`src/rtl/sc_colision_pkg.sv`:
```
// Shared definitions for the per-lane collision checker and the game-state machine.
package sc_colision_pkg;

  typedef enum logic [2:0] {
    ST_IDLE  = 3'd0,
    ST_ARMED = 3'd1,
    ST_HIT   = 3'd2,
    ST_GRACE = 3'd3,
    ST_OVER  = 3'd4
  } colision_state_t;

  // Game-state code during which collisions are evaluated.
  localparam logic [2:0] SC_ESTADO_PLAY = 3'b010;

endpackage

```
`src/rtl/sc_colision_grace_cnt.sv`:
```
// Invulnerability-window counter: synchronous clear, count enable, terminal-count flag.
module sc_colision_grace_cnt #(
  parameter int GRACE_DATAWIDTH = 4
) (
  input  logic                       clk,
  input  logic                       srst,
  input  logic                       clear,
  input  logic                       enable,
  output logic [GRACE_DATAWIDTH-1:0] count,
  output logic                       tc
);

  logic [GRACE_DATAWIDTH-1:0] count_reg;

  always_ff @(posedge clk) begin
    if (srst) begin
      count_reg <= '0;
    end else if (clear) begin
      count_reg <= '0;
    end else if (enable) begin
      count_reg <= count_reg + 1'b1;
    end
  end

  assign count = count_reg;
  assign tc    = &count_reg;

endmodule

```
`src/rtl/sc_colision_nv.sv`:
```
// Per-lane collision checker: detects frog/vehicle overlap during play, pulses a hit,
// tracks lives, and sequences the grace window and game-over.
module sc_colision_nv
  import sc_colision_pkg::*;
#(
  parameter int                          DATAWIDTH_BUS    = 8,
  parameter int                          DATAWIDTH_ESTADO = 3,
  parameter logic [DATAWIDTH_ESTADO-1:0] ESTADO_PLAY      = SC_ESTADO_PLAY,
  parameter int                          DATAWIDTH_LIVES  = 2,
  parameter int                          INIT_LIVES       = 3,
  parameter int                          GRACE_DATAWIDTH  = 4,
  parameter int                          BLINK_BIT        = 1
) (
  input  logic                        SC_COLISION_NV_CLOCK_50,
  input  logic                        SC_COLISION_NV_RESET,
  input  logic [DATAWIDTH_BUS-1:0]    SC_COLISION_NV_LANE_IN,
  input  logic [DATAWIDTH_BUS-1:0]    SC_COLISION_NV_FROG_COL_IN,
  input  logic                        SC_COLISION_NV_FROG_IN_LANE_IN,
  input  logic [DATAWIDTH_ESTADO-1:0] SC_COLISION_NV_ESTADO_IN,
  input  logic                        SC_COLISION_NV_RESTART_IN,
  output logic                        SC_COLISION_NV_HIT_OUT,
  output logic [DATAWIDTH_LIVES-1:0]  SC_COLISION_NV_LIVES_OUT,
  output logic                        SC_COLISION_NV_GRACE_OUT,
  output logic                        SC_COLISION_NV_BLINK_OUT,
  output logic                        SC_COLISION_NV_GAMEOVER_OUT
);

  localparam logic [DATAWIDTH_LIVES-1:0] LIVES_INIT = DATAWIDTH_LIVES'(INIT_LIVES);

  colision_state_t              state_reg;
  logic [DATAWIDTH_LIVES-1:0]   lives_reg;
  logic                         hit_reg;
  logic                         grace_reg;
  logic                         gameover_reg;
  logic                         overlap;
  logic                         play;
  logic                         grace_clear;
  logic                         grace_tc;
  logic [GRACE_DATAWIDTH-1:0]   grace_count;

  assign overlap = SC_COLISION_NV_FROG_IN_LANE_IN &
                   (|(SC_COLISION_NV_LANE_IN & SC_COLISION_NV_FROG_COL_IN));
  assign play    = (SC_COLISION_NV_ESTADO_IN == ESTADO_PLAY);

  // Counter sits at zero outside GRACE, so it always restarts the window from zero
  // and the blink tap is low whenever the frog is not invulnerable.
  assign grace_clear = (state_reg != ST_GRACE) || !play;

  sc_colision_grace_cnt #(
    .GRACE_DATAWIDTH(GRACE_DATAWIDTH)
  ) u_grace_cnt (
    .clk    (SC_COLISION_NV_CLOCK_50),
    .srst   (SC_COLISION_NV_RESET),
    .clear  (grace_clear),
    .enable (state_reg == ST_GRACE),
    .count  (grace_count),
    .tc     (grace_tc)
  );

  always_ff @(posedge SC_COLISION_NV_CLOCK_50) begin
    if (SC_COLISION_NV_RESET) begin
      state_reg    <= ST_IDLE;
      lives_reg    <= LIVES_INIT;
      hit_reg      <= 1'b0;
      grace_reg    <= 1'b0;
      gameover_reg <= 1'b0;
    end else begin
      hit_reg <= 1'b0;
      case (state_reg)
        ST_IDLE: begin
          if (play) begin
            state_reg <= ST_ARMED;
          end
        end
        ST_ARMED: begin
          if (!play) begin
            state_reg <= ST_IDLE;
          end else if (overlap && (lives_reg != '0)) begin
            // Decrement here so the new count appears alongside the hit pulse.
            state_reg <= ST_HIT;
            lives_reg <= lives_reg - 1'b1;
            hit_reg   <= 1'b1;
          end
        end
        ST_HIT: begin
          if (lives_reg == '0) begin
            state_reg    <= ST_OVER;
            gameover_reg <= 1'b1;
          end else begin
            state_reg <= ST_GRACE;
            grace_reg <= 1'b1;
          end
        end
        ST_GRACE: begin
          if (!play) begin
            state_reg <= ST_IDLE;
            grace_reg <= 1'b0;
          end else if (grace_tc) begin
            state_reg <= ST_ARMED;
            grace_reg <= 1'b0;
          end
        end
        ST_OVER: begin
          if (SC_COLISION_NV_RESTART_IN) begin
            state_reg    <= ST_IDLE;
            lives_reg    <= LIVES_INIT;
            gameover_reg <= 1'b0;
          end
        end
        default: begin
          state_reg    <= ST_IDLE;
          grace_reg    <= 1'b0;
          gameover_reg <= 1'b0;
        end
      endcase
    end
  end

  assign SC_COLISION_NV_HIT_OUT      = hit_reg;
  assign SC_COLISION_NV_LIVES_OUT    = lives_reg;
  assign SC_COLISION_NV_GRACE_OUT    = grace_reg;
  assign SC_COLISION_NV_BLINK_OUT    = grace_count[BLINK_BIT];
  assign SC_COLISION_NV_GAMEOVER_OUT = gameover_reg;

endmodule
```
`config.mk`:
```
export PLATFORM = sky130hd
export DESIGN_NAME = sc_colision_nv
export DESIGN_NICKNAME = d
export VERILOG_FILES = /design/src/rtl/sc_colision_pkg.sv /design/src/rtl/sc_colision_grace_cnt.sv /design/src/rtl/sc_colision_nv.sv
export SDC_FILE = /design/constraint.sdc
export NUM_CORES = 1
export LEC_CHECK = 0
export CAP_MARGIN = 20
export CORE_AREA = 4 4 49 51
export CTS_CLUSTER_DIAMETER = 200
export DETAILED_ROUTE_END_ITERATION = 10
export DIE_AREA = 0 0 53 55
export PLACE_DENSITY_LB_ADDON = 0.1
export SYNTH_ARGS = -nofsm -noshare
export SYNTH_HDL_FRONTEND = slang
export SYNTH_HIERARCHICAL = 1
export SYNTH_SLANG_ARGS = --single-unit
```
`constraint.sdc`:
```
create_clock -name SC_COLISION_NV_CLOCK_50 -period 1.5 [get_ports SC_COLISION_NV_CLOCK_50]
set_input_delay 0.15 -clock SC_COLISION_NV_CLOCK_50 [delete_from_list [all_inputs] [get_ports SC_COLISION_NV_CLOCK_50]]
set_output_delay 0.15 -clock SC_COLISION_NV_CLOCK_50 [all_outputs]
set_load 0.01 [all_outputs]
```
==> results by group <==
Status
  – Status: finished with violations
  – Failing checks: setup timing

Timing
  – Slew @ Worst Pin: 0.312 ns
  – Hold Vio Cnt, Final: 0
  – Clock Skews: 0.00456 ns
  – Max Clock Freq: 649 MHz
  – Final Worst Setup Slack: -0.0398 ns
  – Slew Limit Fails: 0
  – Final setup viols: 1
  – Slew Limit Headroom: 79.1%
  – Period utilization: 103%
  – Tmin final: 1.54 ns
  – RSZ-0062 raised after global routing: yes

Clock tree
  – Clk sink count: 12
  – Num CTS Buffers: 3
  – Skew-Pair Late Insertion Delay: 0.28 ns
  – CTS max path bufs: 2
  – Root Driver: clkbuf_4
  – CTS tree: built
  – Clock-pin slew on the worst setup and hold paths: 0.08 ns
  – H-tree depth: 1

Layout
  – Fillers: 175
  – Syn-to-layout area delta: 68.6%
  – Most common cell after layout, fill and taps aside: clkdlybuf4s50_1
  – Cell area after layout: 1180 um2
  – Post-route core utilization: 60.8%
  – Most frequent cells in the layout: clkdlybuf4s50_1 (28), buf_4 (12), dfxtp_1 (8)
  – Max reg flops: 4
  – ANT cells: 0
  – Net count, final: 147
  – Layout cells sized above 1: 25.6%

Floorplanning
  – Die Wd: 53 um
  – I/O Pins: 29
  – Core box area: 1940 um2
  – Row count: 16
  – Die Span Y: 55 um
  – Initial Utilization: 36.1%
  – Die area: 2920 um2

Setup path
  – CP startpoint kind: register
  – Crit path max fanout: 2
  – Critical path class: register to register
  – CP Capture Type: register
  – CP Data Arrival Time: 1.75 ns
  – Critical Path RT: 1.71 ns

Detailed routing
  – Drt wl/cell: 13.0 um
  – Drt total wl: 1930 um
  – DRT Pass-1 Iters: 4
  – Routed Antenna Nets: 0
  – Vias per cell: 5.16
  – Detailed-route via count: 764
  – Initial DRC Count: 10
  – Drt drc: 0

Placement
  – DP Worst Slack: -0.140 ns
  – Area after DPL: 1110 um2
  – Port-buffer cells: 28
  – Routability cong.: 0.827
  – DP HPWL: 1570 um

Pwr
  – Switching Fraction: 30.6%
  – Combinational Power Share: 38.1%
  – Static leakage: 0.000481 uW
  – VDD IR max: 0.000526 V
  – Sw power: 316 uW
  – Pwr dens: 874 nW/um2
  – Clock share of power: 25.3%
  – Final Power: 1030 uW
  – Register share of total power: 36.6%
  – Pint: 716 uW

Yosys
  – Synth Flop Type: dfxtp_1
  – Post-synth top area cell: dfxtp_1
  – Mapped Nets: 104
  – Async set or reset register ratio after synthesis: 0%
  – Post-synth EDFFs: 0
  – Synth cell types: 34
  – Ys Warns: 6
  – Synth top area share: 34.3%
  – Synthesized area per cell: 8.87 um2
  – Yosys reg bits: 12
  – Cell Area, Synth: 701 um2
  – Synth Instances: 79
  – Share of the yosys chip area belonging to registers: 34.3%
  – Cells taking the most area after synthesis: dfxtp_1 (34%), and3_1 (4.5%), a21oi_1 (4.3%)

Run
  – Max cap viols: 0

Global route
  – Total Routing Usage GR: 15.5%
  – Initial antenna violation count: 0
  – Vias in the first global route: 760
  – Global-route wire length before repair: 3280 um
  – Remaining global-route overflow: 0
  – Largest net degree at the start of global routing: 10

Worst hold path
  – Worst Hold Class: register to register
-- routing by layer --
metal	up-vias	track usage [%]	part of all wire (%)	wire, um
met5	-	0	0	0
met4	0	5.53	0.52	10
met3	2	6.97	4.7	90
met2	13	26.0	49	954
met1	362	17.5	45	873
li1	387	-	-	-
-- path summary, 6_finish.rpt --
kind / depth (start not counted) / slack (ns) / startpoint / endpoint
max: 6 / -0.04 / u_grace_cnt/count[1] / SC_COLISION_NV_GRACE_OUT
min: 2 / 0.49 / SC_COLISION_NV_GRACE_OUT / SC_COLISION_NV_GRACE_OUT
max reg2reg: 6 / -0.04 / u_grace_cnt/count[1] / SC_COLISION_NV_GRACE_OUT
min reg2reg: 2 / 0.49 / SC_COLISION_NV_GRACE_OUT / SC_COLISION_NV_GRACE_OUT
-- cell type report --
| cell class | instances | area [um2] | area share, % |
|---|---|---|---|
| inverters | 5 | 18.8 | 1.59 |
| flip-flops and latches | 12 | 248 | 21.0 |
| well taps | 27 | 33.8 | 2.86 |
| clock buffers | 4 | 36.3 | 3.07 |
| repair buffers | 41 | 382 | 32.3 |
| multi-input cells | 59 | 463 | 39.2 |
-- power groups by stage --
| stage | logic (uW) | clock network [uW] | registers [uW] |
|---|---|---|---|
| 2_1_floorplan | 235 | 0 | 373 |
| 3_3_place_gp | 368 | 0 | 383 |
| 3_5_place_dp | 375 | 0 | 383 |
| 4_1_cts | 383 | 270 | 376 |
| 5_1_grt | 427 | 286 | 382 |
| 6_report | 394 | 261 | 377 |
-- critical path, cell delays in order (launching register included) --
cell and delay [ns]:
dfxtp_4 0.35, ha_4 0.15, and3_4 0.17, or4b_4 0.48, a21oi_2 0.14, o21ai_1 0.07
a21oi_1 0.11
-- cell families (layout without fill, tap and decap cells) --
| group | Yosys count | count (layout) | share of synthesized area, % |
|---|---|---|---|
| simple gates | 29 | 29 | 24.5 |
| fa+ha+maj | 2 | 2 | 3.57 |
| flops | 12 | 12 | 34.3 |
| compound gates | 25 | 25 | 26.8 |
| buf+inv | 8 | 50 | 6.61 |
| xor+xnor | 1 | 1 | 1.25 |
| mux | 2 | 2 | 3.04 |
-- repair_timing --
action | CTS | global route
hold buffers | 0 | 0
resized for setup | 1 | 4
buffers inserted | 0 | 1
endpoints found under the setup margin | 2 | 4
pin swaps | 0 | 1
-- synth_stat cells, drive strengths merged, types with 2 or more instances --
library cell and number:
dfxtp 12, a21oi 6, nor3 6, and3 5, inv 5, nor2 5
a22oi 4, a211oi 3, buf 3, nor3b 3, o21ai 3, a31oi 2
ha 2, nand2 2, nand2b 2
-- stage by stage --
stage / hold slack [ns] / setup TNS [ns] / cells
final: 0.491 / -0.0398 / 148
after CTS: 0.495 / -0.0504 / 147
after detailed placement: 0.484 / -0.833 / 143
after global routing: 0.516 / -0.0931 / 148
after floorplan: 0.215 / 0 / 79
after global placement: 0.494 / -0.522 / 143
No activity file was read; power rests on OpenSTA's default activity.
==> RTL change: new RTL, same settings <==
The 5 states of `colision_state_t` get a one-hot encoding in 5 bits.
--- a/src/rtl/sc_colision_pkg.sv
+++ b/src/rtl/sc_colision_pkg.sv
@@ -2,10 +2,10 @@
 package sc_colision_pkg;
 
-  typedef enum logic [2:0] {
-    ST_IDLE  = 3'd0,
-    ST_ARMED = 3'd1,
-    ST_HIT   = 3'd2,
-    ST_GRACE = 3'd3,
-    ST_OVER  = 3'd4
+  typedef enum logic [4:0] {
+    ST_IDLE  = 5'b00001,
+    ST_ARMED = 5'b00010,
+    ST_HIT   = 5'b00100,
+    ST_GRACE = 5'b01000,
+    ST_OVER  = 5'b10000
   } colision_state_t;
 
Function: same outputs for any inputs over 10 cycles, from zero or initial values and one cycle with SC_COLISION_NV_RESET high; not proved beyond that.
==> RTL change against the unedited design <==
  * The run still ends with setup timing left
  * Sequential cell count increased by 2
  * Cell count increased by 19%
  * Design area increased by 30%
  * Routed wire length increased by 42%
  * Maximum frequency decreased by 14%
  * Worst hold slack improved by 0.040 ns
  * Setup slack got worse by 0.26 ns
  * Synthesized area increased by 23%
  * Largest cell class unchanged
  * Highest routed layer unchanged
Power is not compared: it rests on default switching activity, and its combinational part moved more than twofold at a synthesized area within 25%.
==> RTL change: results (changes against the unedited design) <==
[worst_hold_path]
min_path_cells=3  ; +1
worstHoldPathType=in2reg
min_from=SC_COLISION_NV_FROG_IN_LANE_IN

[clocking]
cts_setup_buffers=1  ; +1

[outcome]
violations=setup timing
status=finished, violations left

[route]
wl_met3_um=180  ; +100%
wl_met2_um=1445  ; +51%
via_per_inst=5.648  ; +9.4%
initialDrtViolationCount=18  ; +8
wl_per_cell_um=15.55  ; +19%

[sta]
finalSetupViolCount=12  ; +11
tns_ns=-1.647  ; -1.607 ns
setup_ws_ns=-0.2953  ; -0.2555 ns
finalHoldWorstSlack_ns=0.5304  ; +0.03964 ns
maxSlewHeadroom_pct=67.11  ; -12 points

[place]
place_area_sq_um=1308  ; +18%
dpl.hpwl_um=1882  ; +20%
placed_cells=169  ; +18%
dp_slack_ns=-0.3244  ; -0.1840 ns

[worst_setup_path]
cp_max_fo=6  ; +4
reg2reg_depth=5  ; -1
crit_path_end=SC_COLISION_NV_LIVES_OUT[1]
cp-startpoint=state_reg[2]
timing.rr.start=state_reg[2]
worstPathRequired_ns=1.65  ; -0.06 ns

[synthesis]
ys_seq_area_share_pct=32.42  ; -1.9 points
synth_xor_area_share_pct=2.026  ; +0.78 points
synth_compound_area_share_pct=24.17  ; -2.6 points
synth_mux_area_share_pct=2.460  ; -0.58 points
synth_common_cells=dfxtp_1 (14), nor2_1 (6), inv_1 (5), nor4_1 (5)

[grt]
grt_max_degree=11  ; +1
grt_pass1_wl_um=4188  ; +28%
grtUsageMet1_pct=20.55  ; +3.0 points
grt_pass1_vias=1002  ; +32%
use_met3_pct=4.558  ; -2.4 points

[cells_and_area]
nets=175  ; +19%
drive_gt1_share_pct=42.95  ; +17 points

==> RTL change: cell count changes after synthesis, sizes merged, moves of 3 or more <==
cell / delta
a21oi: -3
and3: -4
buf: +3
nor3: -4
nor4: +5
==> RTL change: worst max-delay path: stages (launching register included) <==
cell and delay [ns]:
dfxtp_2 0.33, or4b_4 0.55, or3_4 0.35, buf_6 0.15
a211oi_4 0.23, a311oi_2 0.06
==> RTL change: layout make-up <==
cell class                 instances  area (sq um)
clock buffer                       4         36.28
fill                             151         411.6
inverter                           5         18.77
multi-input combinational         73         670.6
sequential                        14         284.0
tap                               27         33.78
timing repair buffer              53         486.7
==> RTL change: power groups by stage <==
stage	sequential [mW]	clock [mW]	combinational (mW)
after floorplan	0.384	0	0.0517
after global placement	0.384	0	0.122
after detailed placement	0.384	0	0.124
after CTS	0.376	0.283	0.132
after global routing	0.377	0.299	0.152
final	0.376	0.274	0.144
